**src/rtl/exc_pkg.sv**
```systemverilog
`default_nettype none
// ============================================================================
// Module   : exc_pkg
// Brief    : Exception codes, FSM states and vector constants for exc_ctrl.
// Revision : 1.0
// ============================================================================
package exc_pkg;

    typedef enum logic [4:0] {
        INT  = 5'd0,
        ADEL = 5'd4,
        ADES = 5'd5,
        SYS  = 5'd8,
        BP   = 5'd9,
        RI   = 5'd10,
        CPU  = 5'd11,
        OV   = 5'd12
    } exc_code_t;

    typedef enum logic [1:0] {
        ST_IDLE  = 2'd0,
        ST_REDIR = 2'd1,
        ST_FLUSH = 2'd2
    } exc_state_t;

    localparam logic [31:0] c_bev_base   = 32'hBFC0_0200;
    localparam logic [31:0] c_vec_offset = 32'h0000_0180;
    localparam logic [31:0] c_iv_offset  = 32'h0000_0200;

    // A delay-slot instruction restarts at its branch, one word earlier.
    function automatic logic [31:0] exc_epc(input logic [31:0] pc, input logic in_ds);
        return in_ds ? (pc - 32'd4) : pc;
    endfunction

endpackage
`default_nettype wire

```
**src/rtl/exc_ctrl_if.sv**
```systemverilog
`default_nettype none
// ============================================================================
// Module   : exc_ctrl_if
// Brief    : Commit-stage / CP0 bundle between the pipeline and exc_ctrl.
// Revision : 1.0
// ============================================================================
interface exc_ctrl_if #(
    parameter int N_HW_IRQ = 6
);
    logic                  mem_stall;
    logic                  commit_valid;
    logic                  in_delay_slot;
    logic [31:0]           pc;
    logic [31:0]           mem_addr;
    logic                  mem_wen;
    logic                  iaddr_err;
    logic                  ri;
    logic                  cpu;
    logic                  syscall;
    logic                  break_;
    logic                  ov;
    logic                  eret;
    logic                  daddr_err;
    logic [N_HW_IRQ-1:0]   hw_irq;
    logic [1:0]            sw_irq;
    logic [N_HW_IRQ+1:0]   irq_mask;
    logic                  ie;
    logic                  exl;
    logic                  bev;
    logic                  iv;
    logic [31:0]           ebase;
    logic [31:0]           epc_in;

    logic                  redirect;
    logic [31:0]           redirect_pc;
    logic                  flush;
    logic                  cp0_exp_en;
    logic                  cp0_exl_clean;
    logic [31:0]           cp0_exp_epc;
    logic [4:0]            cp0_exp_code;
    logic                  cp0_exp_bd;
    logic [31:0]           cp0_badvaddr;
    logic                  cp0_badvaddr_wen;
    logic [N_HW_IRQ+1:0]   ip_pending;

    modport master (
        output mem_stall, commit_valid, in_delay_slot, pc, mem_addr, mem_wen,
               iaddr_err, ri, cpu, syscall, break_, ov, eret, daddr_err,
               hw_irq, sw_irq, irq_mask, ie, exl, bev, iv, ebase, epc_in,
        input  redirect, redirect_pc, flush, cp0_exp_en, cp0_exl_clean,
               cp0_exp_epc, cp0_exp_code, cp0_exp_bd, cp0_badvaddr,
               cp0_badvaddr_wen, ip_pending
    );

    modport slave (
        input  mem_stall, commit_valid, in_delay_slot, pc, mem_addr, mem_wen,
               iaddr_err, ri, cpu, syscall, break_, ov, eret, daddr_err,
               hw_irq, sw_irq, irq_mask, ie, exl, bev, iv, ebase, epc_in,
        output redirect, redirect_pc, flush, cp0_exp_en, cp0_exl_clean,
               cp0_exp_epc, cp0_exp_code, cp0_exp_bd, cp0_badvaddr,
               cp0_badvaddr_wen, ip_pending
    );
endinterface
`default_nettype wire

```
**src/rtl/irq_sync.sv**
```systemverilog
`default_nettype none
// ============================================================================
// Module   : irq_sync
// Brief    : Per-bit multi-flop synchroniser with async active-low reset.
// Revision : 1.0
// ============================================================================
module irq_sync #(
    parameter int WIDTH  = 6,
    parameter int STAGES = 2
) (
    input  logic             clk,
    input  logic             rst_n,
    input  logic [WIDTH-1:0] d,
    output logic [WIDTH-1:0] q
);
    logic [WIDTH-1:0] r_sync [STAGES];

    always_ff @(posedge clk or negedge rst_n) begin
        if (!rst_n) begin
            for (int i = 0; i < STAGES; i++) begin
                r_sync[i] <= '0;
            end
        end else begin
            r_sync[0] <= d;
            for (int i = 1; i < STAGES; i++) begin
                r_sync[i] <= r_sync[i-1];
            end
        end
    end

    assign q = r_sync[STAGES-1];

endmodule
`default_nettype wire

```
**src/rtl/exc_ctrl.sv**
```systemverilog
`default_nettype none
// ============================================================================
// Module   : exc_ctrl
// Brief    : Commit-boundary exception/interrupt controller with registered
//            redirect, CP0 strobes and a stall-aware flush window.
// Revision : 1.0
// ============================================================================
module exc_ctrl
    import exc_pkg::*;
#(
    parameter int          N_HW_IRQ     = 6,
    parameter int          SYNC_STAGES  = 2,
    parameter int          FLUSH_CYCLES = 2,
    parameter logic [31:0] BEV_BASE     = c_bev_base,
    parameter logic [31:0] VEC_OFFSET   = c_vec_offset,
    parameter logic [31:0] IV_OFFSET    = c_iv_offset
) (
    input  logic       clk,
    input  logic       rst_n,
    exc_ctrl_if.slave  bus
);
    localparam logic [2:0] c_flush_init = 3'(FLUSH_CYCLES - 1);

    exc_state_t          r_state;
    exc_state_t          w_state_nxt;
    logic [2:0]          r_cnt;
    logic [2:0]          w_cnt_nxt;
    logic                w_accept;

    logic [N_HW_IRQ-1:0] w_hw_sync;
    logic [N_HW_IRQ+1:0] w_ip;
    logic                w_irq_req;

    logic                w_event;
    logic                w_is_exc;
    logic                w_is_eret;
    logic                w_bad_wen;
    exc_code_t           w_code;
    logic [31:0]         w_badvaddr;
    logic [31:0]         w_base;
    logic [31:0]         w_target;

    logic                r_exp_en;
    logic                r_exl_clean;
    logic                r_bad_wen;
    logic [31:0]         r_redirect_pc;
    logic [31:0]         r_epc;
    exc_code_t           r_code;
    logic                r_bd;
    logic [31:0]         r_badvaddr;

    irq_sync #(
        .WIDTH  (N_HW_IRQ),
        .STAGES (SYNC_STAGES)
    ) u_irq_sync (
        .clk   (clk),
        .rst_n (rst_n),
        .d     (bus.hw_irq),
        .q     (w_hw_sync)
    );

    assign w_ip      = {w_hw_sync, bus.sw_irq};
    assign w_irq_req = bus.ie & ~bus.exl & (|(w_ip & bus.irq_mask));

    // Priority decode of the committing instruction; interrupts pre-empt all.
    always_comb begin
        w_event    = 1'b1;
        w_is_exc   = 1'b1;
        w_is_eret  = 1'b0;
        w_bad_wen  = 1'b0;
        w_code     = INT;
        w_badvaddr = bus.pc;
        if (w_irq_req) begin
            w_code = INT;
        end else if (bus.iaddr_err) begin
            w_code    = ADEL;
            w_bad_wen = 1'b1;
        end else if (bus.syscall) begin
            w_code = SYS;
        end else if (bus.break_) begin
            w_code = BP;
        end else if (bus.ri) begin
            w_code = RI;
        end else if (bus.cpu) begin
            w_code = CPU;
        end else if (bus.ov) begin
            w_code = OV;
        end else if (bus.eret) begin
            w_is_exc  = 1'b0;
            w_is_eret = 1'b1;
        end else if (bus.daddr_err) begin
            w_code     = bus.mem_wen ? ADES : ADEL;
            w_bad_wen  = 1'b1;
            w_badvaddr = bus.mem_addr;
        end else begin
            w_event  = 1'b0;
            w_is_exc = 1'b0;
        end
    end

    assign w_base   = bus.bev ? BEV_BASE : bus.ebase;
    assign w_target = w_is_eret ? bus.epc_in
                    : w_base + ((w_irq_req && bus.iv) ? IV_OFFSET : VEC_OFFSET);

    always_ff @(posedge clk or negedge rst_n) begin
        if (!rst_n) begin
            r_state <= ST_IDLE;
            r_cnt   <= 3'd0;
        end else begin
            r_state <= w_state_nxt;
            r_cnt   <= w_cnt_nxt;
        end
    end

    // FLUSH holds for FLUSH_CYCLES-1 unstalled cycles, so REDIR plus FLUSH
    // spans FLUSH_CYCLES cycles in total.
    always_comb begin
        w_state_nxt = r_state;
        w_cnt_nxt   = r_cnt;
        w_accept    = 1'b0;
        case (r_state)
            ST_IDLE: begin
                if (bus.commit_valid && !bus.mem_stall && w_event) begin
                    w_accept    = 1'b1;
                    w_state_nxt = ST_REDIR;
                end
            end
            ST_REDIR: begin
                if (FLUSH_CYCLES > 1) begin
                    w_state_nxt = ST_FLUSH;
                    w_cnt_nxt   = c_flush_init;
                end else begin
                    w_state_nxt = ST_IDLE;
                end
            end
            ST_FLUSH: begin
                if (!bus.mem_stall) begin
                    w_cnt_nxt = r_cnt - 3'd1;
                    if (r_cnt <= 3'd1) begin
                        w_state_nxt = ST_IDLE;
                    end
                end
            end
            default: begin
                w_state_nxt = ST_IDLE;
            end
        endcase
    end

    always_ff @(posedge clk or negedge rst_n) begin
        if (!rst_n) begin
            r_exp_en      <= 1'b0;
            r_exl_clean   <= 1'b0;
            r_bad_wen     <= 1'b0;
            r_redirect_pc <= 32'h0;
            r_epc         <= 32'h0;
            r_code        <= INT;
            r_bd          <= 1'b0;
            r_badvaddr    <= 32'h0;
        end else begin
            r_exp_en    <= w_accept & w_is_exc;
            r_exl_clean <= w_accept & w_is_eret;
            r_bad_wen   <= w_accept & w_bad_wen;
            if (w_accept) begin
                r_redirect_pc <= w_target;
            end
            if (w_accept && w_is_exc) begin
                r_epc  <= exc_epc(bus.pc, bus.in_delay_slot);
                r_code <= w_code;
                r_bd   <= bus.in_delay_slot;
            end
            if (w_accept && w_bad_wen) begin
                r_badvaddr <= w_badvaddr;
            end
        end
    end

    assign bus.redirect         = (r_state == ST_REDIR);
    assign bus.flush            = (r_state != ST_IDLE);
    assign bus.redirect_pc      = r_redirect_pc;
    assign bus.cp0_exp_en       = r_exp_en;
    assign bus.cp0_exl_clean    = r_exl_clean;
    assign bus.cp0_exp_epc      = r_epc;
    assign bus.cp0_exp_code     = r_code;
    assign bus.cp0_exp_bd       = r_bd;
    assign bus.cp0_badvaddr     = r_badvaddr;
    assign bus.cp0_badvaddr_wen = r_bad_wen;
    assign bus.ip_pending       = w_ip;

endmodule
`default_nettype wire
```
**src/flat_wrapper.sv**
```systemverilog
// flat-port wrapper written by rule: the top's interface ports become plain ports
module exc_ctrl_flat import exc_pkg::*;
#(
    parameter int          N_HW_IRQ     = 6,
    parameter int          SYNC_STAGES  = 2,
    parameter int          FLUSH_CYCLES = 2,
    parameter logic [31:0] BEV_BASE     = c_bev_base,
    parameter logic [31:0] VEC_OFFSET   = c_vec_offset,
    parameter logic [31:0] IV_OFFSET    = c_iv_offset
)
  (clk, rst_n, bus_mem_stall, bus_commit_valid, bus_in_delay_slot, bus_pc, bus_mem_addr, bus_mem_wen, bus_iaddr_err, bus_ri, bus_cpu, bus_syscall, bus_break_, bus_ov, bus_eret, bus_daddr_err, bus_hw_irq, bus_sw_irq, bus_irq_mask, bus_ie, bus_exl, bus_bev, bus_iv, bus_ebase, bus_epc_in, bus_redirect, bus_redirect_pc, bus_flush, bus_cp0_exp_en, bus_cp0_exl_clean, bus_cp0_exp_epc, bus_cp0_exp_code, bus_cp0_exp_bd, bus_cp0_badvaddr, bus_cp0_badvaddr_wen, bus_ip_pending);
  exc_ctrl_if #(.N_HW_IRQ(N_HW_IRQ)) bus_i ();
  input  logic clk;
  input  logic rst_n;
  input wire logic [$bits(bus_i.mem_stall)-1:0] bus_mem_stall;
  input wire logic [$bits(bus_i.commit_valid)-1:0] bus_commit_valid;
  input wire logic [$bits(bus_i.in_delay_slot)-1:0] bus_in_delay_slot;
  input wire logic [$bits(bus_i.pc)-1:0] bus_pc;
  input wire logic [$bits(bus_i.mem_addr)-1:0] bus_mem_addr;
  input wire logic [$bits(bus_i.mem_wen)-1:0] bus_mem_wen;
  input wire logic [$bits(bus_i.iaddr_err)-1:0] bus_iaddr_err;
  input wire logic [$bits(bus_i.ri)-1:0] bus_ri;
  input wire logic [$bits(bus_i.cpu)-1:0] bus_cpu;
  input wire logic [$bits(bus_i.syscall)-1:0] bus_syscall;
  input wire logic [$bits(bus_i.break_)-1:0] bus_break_;
  input wire logic [$bits(bus_i.ov)-1:0] bus_ov;
  input wire logic [$bits(bus_i.eret)-1:0] bus_eret;
  input wire logic [$bits(bus_i.daddr_err)-1:0] bus_daddr_err;
  input wire logic [$bits(bus_i.hw_irq)-1:0] bus_hw_irq;
  input wire logic [$bits(bus_i.sw_irq)-1:0] bus_sw_irq;
  input wire logic [$bits(bus_i.irq_mask)-1:0] bus_irq_mask;
  input wire logic [$bits(bus_i.ie)-1:0] bus_ie;
  input wire logic [$bits(bus_i.exl)-1:0] bus_exl;
  input wire logic [$bits(bus_i.bev)-1:0] bus_bev;
  input wire logic [$bits(bus_i.iv)-1:0] bus_iv;
  input wire logic [$bits(bus_i.ebase)-1:0] bus_ebase;
  input wire logic [$bits(bus_i.epc_in)-1:0] bus_epc_in;
  output wire logic [$bits(bus_i.redirect)-1:0] bus_redirect;
  output wire logic [$bits(bus_i.redirect_pc)-1:0] bus_redirect_pc;
  output wire logic [$bits(bus_i.flush)-1:0] bus_flush;
  output wire logic [$bits(bus_i.cp0_exp_en)-1:0] bus_cp0_exp_en;
  output wire logic [$bits(bus_i.cp0_exl_clean)-1:0] bus_cp0_exl_clean;
  output wire logic [$bits(bus_i.cp0_exp_epc)-1:0] bus_cp0_exp_epc;
  output wire logic [$bits(bus_i.cp0_exp_code)-1:0] bus_cp0_exp_code;
  output wire logic [$bits(bus_i.cp0_exp_bd)-1:0] bus_cp0_exp_bd;
  output wire logic [$bits(bus_i.cp0_badvaddr)-1:0] bus_cp0_badvaddr;
  output wire logic [$bits(bus_i.cp0_badvaddr_wen)-1:0] bus_cp0_badvaddr_wen;
  output wire logic [$bits(bus_i.ip_pending)-1:0] bus_ip_pending;
  assign bus_i.mem_stall = bus_mem_stall;
  assign bus_i.commit_valid = bus_commit_valid;
  assign bus_i.in_delay_slot = bus_in_delay_slot;
  assign bus_i.pc = bus_pc;
  assign bus_i.mem_addr = bus_mem_addr;
  assign bus_i.mem_wen = bus_mem_wen;
  assign bus_i.iaddr_err = bus_iaddr_err;
  assign bus_i.ri = bus_ri;
  assign bus_i.cpu = bus_cpu;
  assign bus_i.syscall = bus_syscall;
  assign bus_i.break_ = bus_break_;
  assign bus_i.ov = bus_ov;
  assign bus_i.eret = bus_eret;
  assign bus_i.daddr_err = bus_daddr_err;
  assign bus_i.hw_irq = bus_hw_irq;
  assign bus_i.sw_irq = bus_sw_irq;
  assign bus_i.irq_mask = bus_irq_mask;
  assign bus_i.ie = bus_ie;
  assign bus_i.exl = bus_exl;
  assign bus_i.bev = bus_bev;
  assign bus_i.iv = bus_iv;
  assign bus_i.ebase = bus_ebase;
  assign bus_i.epc_in = bus_epc_in;
  assign bus_redirect = bus_i.redirect;
  assign bus_redirect_pc = bus_i.redirect_pc;
  assign bus_flush = bus_i.flush;
  assign bus_cp0_exp_en = bus_i.cp0_exp_en;
  assign bus_cp0_exl_clean = bus_i.cp0_exl_clean;
  assign bus_cp0_exp_epc = bus_i.cp0_exp_epc;
  assign bus_cp0_exp_code = bus_i.cp0_exp_code;
  assign bus_cp0_exp_bd = bus_i.cp0_exp_bd;
  assign bus_cp0_badvaddr = bus_i.cp0_badvaddr;
  assign bus_cp0_badvaddr_wen = bus_i.cp0_badvaddr_wen;
  assign bus_ip_pending = bus_i.ip_pending;
  exc_ctrl #(.N_HW_IRQ(N_HW_IRQ), .SYNC_STAGES(SYNC_STAGES), .FLUSH_CYCLES(FLUSH_CYCLES), .BEV_BASE(BEV_BASE), .VEC_OFFSET(VEC_OFFSET), .IV_OFFSET(IV_OFFSET)) u_core (.clk(clk), .rst_n(rst_n), .bus(bus_i));
endmodule
```
**config.mk**
```make
export PLATFORM = sky130hd
export DESIGN_NAME = exc_ctrl_flat
export DESIGN_NICKNAME = d
export VERILOG_FILES = /design/src/rtl/exc_pkg.sv /design/src/rtl/exc_ctrl_if.sv /design/src/rtl/irq_sync.sv /design/src/rtl/exc_ctrl.sv /design/src/flat_wrapper.sv
export SDC_FILE = /design/constraint.sdc
export NUM_CORES = 1
export LEC_CHECK = 0
export BUFFER_PORTS_ARGS = -buffer_cell sky130_fd_sc_hd__buf_4
export CAP_MARGIN = 10
export CORE_UTILIZATION = 42
export CTS_BUF_LIST = sky130_fd_sc_hd__clkbuf_16
export CTS_CLUSTER_SIZE = 8
export DETAILED_ROUTE_END_ITERATION = 16
export PLACE_DENSITY_LB_ADDON = 0.1
export SLEW_MARGIN = 20
export SYNTH_ARGS = -nofsm -noshare
export SYNTH_HDL_FRONTEND = slang
export SYNTH_HIERARCHICAL = 1
export SYNTH_SLANG_ARGS = --single-unit
```
**constraint.sdc**
```tcl
create_clock -name clk -period 3.6 [get_ports clk]
set_clock_uncertainty 0.1 [all_clocks]
set_input_delay 0.72 -clock clk [delete_from_list [all_inputs] [get_ports clk]]
set_output_delay 0.72 -clock clk [all_outputs]
set_load 0.01 [all_outputs]
```
# [After elaboration in Yosys (flattened, before gate mapping)]
# Index checks and enable logic that the tools add are counted.
[totals] wordCells=103 reg_bits=122 out_inout_bits=115 in_bits=162
[classes] n_reduce_logical=12 n_mux=63 addsub=3 bitwise_logic=7 n_eq_ne=5 magnitude_cmp=1
[op_table] op="32-bit two-way mux" count=12
[op_table] op="5-bit two-way mux" count=9
[op_table] op="1-bit two-way mux" count=35
[op_table] op="32-bit adder" count=1
[op_table] op="32-bit by 3-bit subtractor with 32-bit output, second input constant" count=1
[op_table] op="10-bit two-way mux" count=1
[op_table] op="8-bit bitwise AND" count=1
[op_table] op="8-bit OR reduction" count=1
[op_table] op="2-bit two-way mux" count=3
[op_table] op="2-bit case mux with 3 select lines" count=1
[op_table] op="3-bit case mux with 2 select lines" count=1
[op_table] op="1-bit bitwise AND" count=5
[op_table] op="1-bit logical AND" count=5
[op_table] op="2-bit by 1-bit != test with 1-bit output, second input constant" count=2
[op_table] op="2-bit nonzero test" count=2
[op_table] op="3-bit by 1-bit <= comparator with 1-bit output, second input constant" count=1
[op_table] op="3-bit two-way mux" count=1
[op_table] op="3-bit AND reduction" count=1
[op_table] op="3-bit by 1-bit subtractor with 3-bit output, second input constant" count=1
[op_table] op="2-bit by 1-bit equality test with 1-bit output, second input constant" count=1
[op_table] op="2-bit equality test, second input constant" count=1
[op_table] op="2-bit zero test" count=1
[op_table] op="2-bit != test, second input constant" count=1
[op_table] op="2-bit AND reduction" count=1
[op_table] op="other kinds (2)" count=2

# [Depth between registers and ports, before layout]
# Gate-level depths: netlist of run 1.
[depth] word_depth=13 depth_mapped=15 mapped_depth_nobuf=13

# [By module]
# The synthesis of run 1 kept the hierarchy.
[by_module_without_submodules] module="exc_ctrl" seq_area_each_um2=2727.6 instances=1 cells_per_inst=657 area_each_um2=5940.7
[by_module_without_submodules] module="irq_sync" seq_area_each_um2=300.3 instances=1 cells_per_inst=18 area_each_um2=345.3

# [Worst setup path after synthesis of run 1]
# No wires, ideal clock.
[synth_timing] path_type="input port to flip-flop" start="input port bus_irq_mask[3]" end="register u_core.r_redirect_pc[25] (netlist: u_core/bus.redirect_pc[25])" path_slack_ps=-25 stages=14 required_ps=3374 t_arrival_ps=3399 cell_sequence="a22o_1 -> a221oi_1 -> a311oi_1 -> and2_1 -> inv_1 -> ha_1 -> fa_1 -> a21o_1 -> or4b_1 -> clkbuf_1 -> nor3_1 -> xor2_1 -> o21a_1 -> a221o_1"
[synth_between] elab_chain_len=7 elab_cells_between_ends=12
[synth_rtl] element="start, declared" line="flat_wrapper.sv:31" text="input wire logic [$bits(bus_i.irq_mask)-1:0] bus_irq_mask;"
[synth_rtl] element="8-bit bitwise AND (*)" line="exc_ctrl.sv:63" text="assign w_irq_req = bus.ie & ~bus.exl & (|(w_ip & bus.irq_mask));"
[synth_rtl] element="8-bit OR reduction (*)" line="exc_ctrl.sv:63"
[synth_rtl] element="1-bit bitwise AND (*)" line="exc_ctrl.sv:63"
[synth_rtl] element="1-bit logical AND / 1-bit two-way mux (equally long branches)" line="exc_ctrl.sv:103, exc_ctrl.sv:73"
[synth_rtl] element="10-bit two-way mux / 1-bit logical AND (equally long branches)" line="exc_ctrl.sv:103, exc_ctrl.sv:123"
[synth_rtl] element="32-bit adder / 1-bit two-way mux (equally long branches)" line="exc_ctrl.sv:103, exc_ctrl.sv:123"
[synth_rtl] element="32-bit two-way mux / 1-bit two-way mux (equally long branches)" line="exc_ctrl.sv:102, exc_ctrl.sv:121"
[synth_rtl] element="end signal, assigned" line="exc_ctrl.sv:165" text="r_redirect_pc <= w_target;"
[synth_rtl] element="end, declared" line="exc_ctrl.sv:46" text="logic [31:0] r_redirect_pc;"
# Every way passes the cells marked *; elsewhere a longest branch is shown, timed or not.
# A chain may end at the register's enable or synchronous reset.

# [Worst setup path in the final report of run 1]
# Ends and elaborated chain as after synthesis.

==> out/qor.yml, run 1 <==
status: "completed"
std_cell_rows: 44
top_level_ports: 277
clk_path_buf_depth: 2
dpl-instance-area_sq_um: 8490
finalHoldViolations: 0
fin_crit_ps: 3410
cts_tree: "built"
finalSetupTns_ps: 0
cts-root-buf: "clkbuf_16"
avgSynthCellArea_sq_um: 9.31
wl_microns: 18700
fin_crit_sh_pct: 94.7
yosysWarnings: 6
fin_nets: 1107
rr_worst_depth: 14
ys_seq_area_share_pct: 48.2
peakVddDrop_v: 0.000342
cts_made_buffers: 17
hold_buffers: 0
syn2layout_area_growth_pct: 43.9
die_width_microns: 124
grt_max_degree: 71
synth_cell_types: 65
critical_path_class: "in2reg"
worstPathArrival_ps: 3600
drtAntennaViolNets: 0
io_buffers: 275
dr.pass1.iters: 4
min_path_type: "in2async"
crit_fanout: 8
fin_total_pwr_uw: 6030
syn_area_sq_um: 6290
final_area_sq_um: 9050
place_inst: 1102
setup_violations: 0
rsz0062_at_grt: "no"
clk_pin_slew_ps: 50
fmax_mhz: 293
viasPerCell: 5.23
worst_skew_pair.late_latency_ps: 410
gp_congestion: 0.839
critPathCaptureType: "flop"
layoutNonFillerInstCount: 1133
grt_usage_pct: 24.7
cts_sinks: 121
dpl.hpwl_microns: 14200
die_area_sq_um: 15500
ys.flop_type: "dfrtp_1"
startpoint_type: "input port"
gr-total-overflow: 0
antenna_cells: 0
final_max_slew_viol_count: 0
layout-drive-gt1-share_pct: 35.8
grt_pass1_vias: 5971
nFillCells: 1261
fp.coreArea_sq_um: 14600
power_leakage_uw: 0.00442
die_y_microns: 124
drt-initial-drc-count: 289
synth_edf_count: 0
ys_async_sr_fraction_pct: 100
synth_nets: 844
grt_first_pass_wirelength_microns: 30300
cap_violations: 0
synthCells: 675
slew-limit-headroom_pct: 52.8
drc: 0
wl_per_cell_microns: 16.5
ys_ff_latch: 121
vias: 5931
htreeDepth: 4
worstPathRequired_ps: 3790
start_util_pct: 43.1
worstMarginPinSlew_ps: 702
antenna_found_initial: 0
finalCoreUtilization_pct: 62.0
power_per_cell_area_nw_per_um2: 666
layout by cell type, fill, tap and decap left out, types with 10 or more instances in the layout:
cell type,synthesis,routed
nor2_1,48,48
mux2i_1,34,34
xnor2_1,30,30
nand2_1,99,99
o21ai_0,41,41
o21ai_1,46,46
buf_4,9,290
nor2b_1,10,10
dfrtp_1,121,121
nor3_1,13,12
nand2b_1,12,12
a21oi_1,27,27
inv_1,12,13
o22ai_1,14,14
clkbuf_16,0,17
xor2_1,15,15
repair_timing:
action,in CTS,in global routing
endpoints found under the setup margin,0,5
gates resized for setup,0,7
setup buffers,0,1
worst paths after layout:
| path | slack, ps | to | from |
|---|---|---|---|
| max reg2reg | 190 | u_core/bus.redirect_pc[25] | u_core/u_irq_sync/q[1] |
| max | 190 | u_core/bus.redirect_pc[25] | bus_irq_mask[3] |
| max in group asynchronous | 2340 | u_core/bus.cp0_exp_epc[21] | rst_n |
| min | 250 | u_core/bus.redirect_pc[16] | rst_n |
| min reg2reg | 250 | u_core/u_irq_sync/q[2] | u_core/u_irq_sync/r_sync[8] |
| min in group clk | 250 | u_core/u_irq_sync/q[2] | u_core/u_irq_sync/r_sync[8] |
through the flow:
step / worst slack (ps) / hold slack, ps
floorplan: 22.6 / 231
global placement: -277 / 233
detailed placement: -405 / 236
CTS: 6.47 / 247
global route: 0.577 / 250
finish: 189 / 246
cells by family after synthesis:
group                      Yosys count  synth area share (%)
xor gates and xnor gates            45                  6.27
and+or+nand+nor                    243                  19.0
muxes                               34                  5.41
AOI/OAI and AO/OA                  163                  15.2
buffers and inverters               61                  4.38
other                                1                0.0597
DFF                                121                  48.2
adders and majority gates            7                  1.51
area by class of cell:
type / count / area (sq um) / area share, %
Tap cell: 184 / 230 / 2.54
Inverter: 14 / 52.6 / 0.581
Timing Repair Buffer: 291 / 2200 / 24.3
Multi-Input combinational cell: 493 / 3020 / 33.4
Sequential cell: 121 / 3030 / 33.5
Clock buffer: 17 / 425 / 4.70
Clock inverter: 13 / 91.3 / 1.01
Yosys cell counts (all sizes together) (2+ instances only):
| library cell | instances | area share [%] |
|---|---|---|
| nor2 | 48 | 2.9 |
| xor2 | 15 | 2.1 |
| a21o | 3 | 0.36 |
| or2 | 5 | 0.50 |
| dfrtp | 121 | 48 |
| or4 | 4 | 0.48 |
| nand2 | 99 | 5.9 |
| a31oi | 4 | 0.40 |
| nor4b | 3 | 0.52 |
| xnor2 | 30 | 4.2 |
| nand4 | 5 | 0.50 |
| buf | 21 | 2.0 |
| o21ai | 88 | 7.1 |
| nor3 | 14 | 1.2 |
| or4b | 2 | 0.32 |
| and3 | 2 | 0.20 |
| clkbuf | 26 | 1.6 |
| and2 | 4 | 0.40 |
| nand2b | 12 | 1.2 |
| nor2b | 10 | 1.0 |
| nand3 | 9 | 0.72 |
| mux2i | 34 | 5.4 |
| o22ai | 14 | 1.4 |
| or3 | 7 | 0.78 |
| o31ai | 2 | 0.24 |
| a22oi | 3 | 0.36 |
| nand3b | 3 | 0.36 |
| inv | 14 | 0.84 |
| o21a | 2 | 0.24 |
| nor4 | 10 | 1.2 |
| nand4b | 2 | 0.28 |
| ha | 6 | 1.2 |
| o221a | 4 | 0.72 |
| a21oi | 27 | 2.1 |
| o22a | 3 | 0.42 |
power by group:
group | internal [uW] | switching, uW | leakage, uW
Sequential | 1940 | 356 | 0.00147
Combinational | 1160 | 1080 | 0.00270
Clock | 919 | 573 | 0.000255
flip-flops by register name, indices dropped and copies added, names as in the netlist:
register	flops
u_core/r_state	2
u_core/bus.cp0_exl_clean	1
u_core/bus.cp0_badvaddr	32
u_core/bus.redirect_pc	32
u_core/bus.cp0_exp_epc	32
u_core/bus.cp0_badvaddr_wen	1
u_core/bus.cp0_exp_code	4
u_core/u_irq_sync/q	6
u_core/bus.cp0_exp_en	1
u_core/bus.cp0_exp_bd	1
u_core/u_irq_sync/r_sync	6
u_core/r_cnt	3
per-layer routing:
metal / global-route usage, % / part of all wire, % / vias to the layer above / wire [microns]
met1: 29.8 / 41 / 2804 / 7670
met2: 41.3 / 49 / 225 / 9220
met3: 7.13 / 7.1 / 32 / 1320
met5: 0 / 0 / - / 0
met4: 9.64 / 2.4 / 0 / 450
li1: - / - / 2870 / -
critical path: stages:
cell	delay (ps)
buf_4	110
a22o_1	210
a221oi_2	230
a311oi_2	210
and2_1	230
inv_2	90
ha_2	190
fa_2	210
a21o_1	150
or4b_1	430
buf_4	180
nor3_2	130
xor2_1	90
o21a_1	170
a221o_1	250
(Power assumes the default switching activity.)
==> run 2, diff against run 1 <==
--- a/config.mk
+++ b/config.mk
@@ -11,6 +11,7 @@
 export CTS_BUF_LIST = sky130_fd_sc_hd__clkbuf_16
 export CTS_CLUSTER_SIZE = 8
 export DETAILED_ROUTE_END_ITERATION = 16
+export MAX_ROUTING_LAYER = met4
 export PLACE_DENSITY_LB_ADDON = 0.1
 export SLEW_MARGIN = 20
 export SYNTH_ARGS = -nofsm -noshare
==> out/qor.yml, run 2 (synthesis gave the netlist of run 1 again) <==
whs_ps: 246  # about the same
fin_nets: 1107  # unchanged
final_max_slew_viol_count: 0  # unchanged
dpl.hpwl_microns: 14200  # unchanged
htreeDepth: 4  # unchanged
power_per_cell_area_nw_per_um2: 666  # about the same
io_buffers: 275  # unchanged
die_area_sq_um: 15500  # unchanged
wl_microns: 18700  # about the same
fmax_mhz: 293  # about the same
cts-root-buf: "clkbuf_16"  # unchanged
vias: 5902  # was 5931
cts_tree: "built"  # unchanged
slew-limit-headroom_pct: 52.1  # was 52.8%
fin_crit_ps: 3420  # was 3410 ps
cts_made_buffers: 17  # unchanged
clk_pin_slew_ps: 50  # about the same
wl_per_cell_microns: 16.5  # about the same
cap_violations: 0  # unchanged
power_leakage_uw: 0.00442  # unchanged
finalSetupTns_ps: 0  # unchanged
crit_fanout: 8  # unchanged
drc: 0  # unchanged
critPathCaptureType: "flop"  # unchanged
startpoint_type: "flop"  # was input port
rsz0062_at_grt: "no"  # unchanged
layoutNonFillerInstCount: 1133  # unchanged
grt_first_pass_wirelength_microns: 30200  # was 30300 microns
dr.pass1.iters: 5  # was 4
die_y_microns: 124  # unchanged
grt_max_degree: 71  # unchanged
fin_crit_sh_pct: 94.9  # was 94.7%
syn2layout_area_growth_pct: 43.9  # unchanged
worstPathRequired_ps: 3800  # was 3790 ps
drtAntennaViolNets: 0  # unchanged
clk_path_buf_depth: 2  # unchanged
gr-total-overflow: 0  # unchanged
worstPathArrival_ps: 3610  # was 3600 ps
grt_pass1_vias: 5981  # was 5971
place_inst: 1102  # unchanged
layout-drive-gt1-share_pct: 35.8  # unchanged
fp.coreArea_sq_um: 14600  # unchanged
worstMarginPinSlew_ps: 712  # was 702 ps
antenna_found_initial: 0  # unchanged
antenna_cells: 0  # unchanged
die_width_microns: 124  # unchanged
min_path_type: "in2async"  # unchanged
critical_path_class: "reg2reg"  # was in2reg
final_cell_mix: "buf_4, dfrtp_1, nand2_1, nor2_1, o21ai_1"  # unchanged
hold_buffers: 0  # unchanged
peakVddDrop_v: 0.000345  # was 0.000342 V
setup_violations: 0  # unchanged
status: "completed"  # unchanged
gp_congestion: 0.852  # was 0.839
viasPerCell: 5.21  # was 5.23
drt-initial-drc-count: 300  # was 289
finalHoldViolations: 0  # unchanged
worst_skew_pair.late_latency_ps: 410  # about the same
start_util_pct: 43.1  # unchanged
layout_commonest_cell: "buf_4"  # unchanged
cts_sinks: 121  # unchanged
std_cell_rows: 44  # unchanged
top_level_ports: 277  # unchanged
grt_usage_pct: 25.4  # was 24.7%
-- run 2: what timing repair did --
| action | CTS | global route |
|---|---|---|
| endpoints found under the setup margin | 0 | 5 |
| resized for setup | 0 | 7 |
| setup buffers | 0 | 1 |
-- run 2: final cells by class --
type                       instances  area (sq um)
inverter                          14          52.6
clock buffer                      17           425
tap                              184           230
fill                            1261          5540
clock inverter                    13          91.3
sequential                       121          3030
timing repair buffer             291          2200
multi-input combinational        493          3020
-- run 2: worst paths after layout --
path                       slack, ps  cells past startpoint                   startpoint                         end
min in group clk                 250                      0  u_core/u_irq_sync/r_sync[8]      u_core/u_irq_sync/q[2]
max in group asynchronous       2340                      2                        rst_n  u_core/bus.cp0_exp_epc[21]
hold reg to reg                  250                      0  u_core/u_irq_sync/r_sync[8]      u_core/u_irq_sync/q[2]
setup / recovery                 180                     14       u_core/u_irq_sync/q[1]  u_core/bus.redirect_pc[25]
hold / removal                   250                      1                        rst_n  u_core/bus.redirect_pc[16]
setup reg to reg                 180                     14       u_core/u_irq_sync/q[1]  u_core/bus.redirect_pc[25]
-- run 2: through the flow --
stage | worst slack [ps] | utilization [%] | cell area (sq um) | total power (uW)
CTS | 6.47 | 61.8 | 9010 | 6080
finish | 182 | 62.0 | 9050 | 6030
global placement | -277 | 58.2 | 8490 | 4500
global route | 0.576 | 62.0 | 9050 | 6400
detailed placement | -405 | 58.2 | 8490 | 4570
floorplan | 22.6 | - | 6290 | 3220
-- run 2: power breakdown --
part,total (uW),internal (uW),switching (uW)
Clock,1490,919,573
Combinational,2240,1160,1080
Sequential,2290,1940,358
-- run 2: per-layer routing --
metal  up-vias  global-route usage, %  part of all wire (%)
met5         -                      -                     0
met4         0                   10.3                   2.5
met3        33                   6.23                   6.7
met2       214                   41.5                    49
met1      2780                   30.1                    42
li1       2875                      -                     -
-- run 2: critical path, cell delays in order, from the launching register on --
cell      delay, ps
dfrtp_1         380
a22o_1          250
a221oi_2        230
a311oi_2        210
and2_1          240
inv_2            90
ha_2            190
fa_2            210
a21o_1          150
or4b_1          430
buf_4           180
nor3_2          130
xor2_1           90
o21a_1          170
a221o_1         250
==> run 3, diff against run 2 <==
--- a/config.mk
+++ b/config.mk
@@ -11,9 +11,11 @@
 export CTS_BUF_LIST = sky130_fd_sc_hd__clkbuf_16
 export CTS_CLUSTER_SIZE = 8
 export DETAILED_ROUTE_END_ITERATION = 16
+export GPL_TIMING_DRIVEN = 1
 export MAX_ROUTING_LAYER = met4
 export PLACE_DENSITY_LB_ADDON = 0.1
-export SLEW_MARGIN = 20
+export REMOVE_ABC_BUFFERS = 1
+export SLEW_MARGIN = 25
 export SYNTH_ARGS = -nofsm -noshare
 export SYNTH_HDL_FRONTEND = slang
 export SYNTH_HIERARCHICAL = 1
==> out/qor.yml, run 3 (synthesis gave the netlist of run 1 again) <==
clk_pin_slew_ps: 60  # was 50 ps
clk_path_buf_depth: 2  # unchanged
viasPerCell: 5.35  # was 5.21
critical_path_class: "reg2reg"  # unchanged
power_frac_clock_pct: 27.0  # was 24.8%
gp_congestion: 0.900  # was 0.852
finalHoldViolations: 0  # unchanged
worstPathRequired_ps: 3840  # was 3800 ps
die_y_microns: 124  # unchanged
antenna_cells: 0  # unchanged
fmax_mhz: 295  # was 293 MHz
nFillCells: 1285  # was 1261
final_area_sq_um: 9130  # was 9050 sq um
start_util_pct: 43.1  # unchanged
drc: 0  # unchanged
status: "completed"  # unchanged
layout_commonest_cell: "buf_4"  # unchanged
peakVddDrop_v: 0.000340  # was 0.000345 V
die_width_microns: 124  # unchanged
r2r-start: "u_core/u_irq_sync/q[1]"  # unchanged
dpl-instance-area_sq_um: 8530  # was 8490 sq um
grt_max_degree: 66  # was 71
fin_total_pwr_uw: 6230  # was 6030 uW
top_level_ports: 277  # unchanged
startpoint_type: "flop"  # unchanged
fin_nets: 1110  # was 1107
wl_microns: 19200  # was 18700 microns
startpoint: "u_core/u_irq_sync/q[1]"  # unchanged
cap_violations: 0  # unchanged
worstMarginPinSlew_ps: 639  # was 712 ps
layout-drive-gt1-share_pct: 35.8  # about the same
htreeDepth: 4  # unchanged
min_path_type: "in2async"  # unchanged
syn2layout_area_growth_pct: 45.3  # was 43.9%
seq_power_share_pct: 36.9  # was 38.1%
dr.pass1.iters: 5  # unchanged
cts-root-buf: "clkbuf_16"  # unchanged
drt-initial-drc-count: 464  # was 300
fin_crit_ps: 3380  # was 3420 ps
dpl.hpwl_microns: 14200  # about the same
cts_made_buffers: 17  # unchanged
internal_power_uw: 4170  # was 4010 uW
power_per_cell_area_nw_per_um2: 683  # was 666 nW/um^2
vias: 6081  # was 5902
slew-limit-headroom_pct: 57.4  # was 52.1%
wl_per_cell_microns: 16.9  # was 16.5 microns
hold_buffers: 0  # unchanged
post_cts_buffers: 0  # unchanged
worstPathArrival_ps: 3620  # was 3610 ps
switching_share_pct: 33.1  # was 33.4%
final_max_slew_viol_count: 0  # unchanged
cts_sinks: 121  # unchanged
final_cell_mix: "buf_4, dfrtp_1, nand2_1, nor2_1, o21ai_1"  # unchanged
register_area_sq_um: 3030  # unchanged
fp.coreArea_sq_um: 14600  # unchanged
cts_tree: "built"  # unchanged
antenna_found_initial: 0  # unchanged
die_area_sq_um: 15500  # unchanged
gr-total-overflow: 0  # unchanged
setup_violations: 0  # unchanged
std_cell_rows: 44  # unchanged
critPathCaptureType: "flop"  # unchanged
ctsResizeCount: 0  # unchanged
power_leakage_uw: 0.00447  # was 0.00442 uW
grt_first_pass_wirelength_microns: 31000  # was 30200 microns
rsz0062_at_grt: "no"  # unchanged
multi_input_area_sq_um: 3000  # was 3020 sq um
grt_usage_pct: 26.1  # was 25.4%
comb_power_share_pct: 36.1  # was 37.2%
crit_fanout: 4  # was 8
p_switching_uw: 2070  # was 2010 uW
worst_skew_pair.late_latency_ps: 410  # about the same
io_buffers: 275  # unchanged
drtAntennaViolNets: 0  # unchanged
fin_crit_sh_pct: 94.0  # was 94.9%
grt_pass1_vias: 6037  # was 5981
-- run 3: changes by cell type in the layout (fill, tap and decap cells not counted), moves of 2 or more --
| cell | delta |
|---|---|
| clkinv_4 | +2 |
| bufinv_16 | +2 |
| clkinv_2 | -2 |
| buf_4 | +2 |
-- run 3: worst paths after layout --
| check | slack [ps] | end | cells past startpoint |
|---|---|---|---|
| max reg2reg | 220 | u_core/bus.redirect_pc[29] | 14 |
| min reg2reg | 250 | u_core/u_irq_sync/q[1] | 0 |
| min in group clk | 250 | u_core/u_irq_sync/q[1] | 0 |
| min | 210 | u_core/r_cnt[2] | 1 |
| max | 220 | u_core/bus.redirect_pc[29] | 14 |
| max in group asynchronous | 2380 | u_core/bus.redirect_pc[17] | 2 |
-- run 3: cell type report --
class,count,area share [%]
multi-input combinational,493,32.9
clock buffer,17,4.66
timing repair buffer,294,24.4
inverter,14,0.575
tap,184,2.52
clock inverter,14,1.74
sequential,121,33.2
-- run 3: per-layer routing --
layer / vias up / share of wire (%) / GRT usage, %
met5: - / 0 / -
met4: 0 / 1.9 / 9.85
met3: 33 / 6.8 / 6.66
met2: 261 / 50 / 42.9
met1: 2913 / 42 / 30.7
li1: 2874 / - / -
-- run 3: worst max-delay path, stage by stage, from the launching register on --
cell and delay (ps):
dfrtp_1 390, a22o_1 240, a221oi_2 210, a311oi_1 190
and2_1 230, inv_1 80, ha_1 190, fa_1 220
a21o_1 160, or4b_4 500, buf_4 170, nor3_1 230
xor2_1 160, nor3_1 60, o21ai_1 160
-- run 3: power groups by stage --
stage	combinational, uW	sequential [uW]	clock (uW)
floorplan	662	2520	0
global placement	2220	2280	0
detailed placement	2270	2310	0
CTS	2280	2300	1720
global route	2450	2380	1780
finish	2250	2300	1690
-- run 3: stage by stage --
stage          setup slack (ps)  utilization [%]  cells  TNS, ps  hold slack (ps)
3_5_place_dp               -328             58.5   1106    -1670              236
5_1_grt                    22.9             62.6   1137        0              248
6_report                    215             62.6   1137        0              214
3_3_place_gp               -221             58.5   1106     -927              231
4_1_cts                    76.4             62.5   1137        0              229
2_1_floorplan             -11.2                -    628    -11.2              231
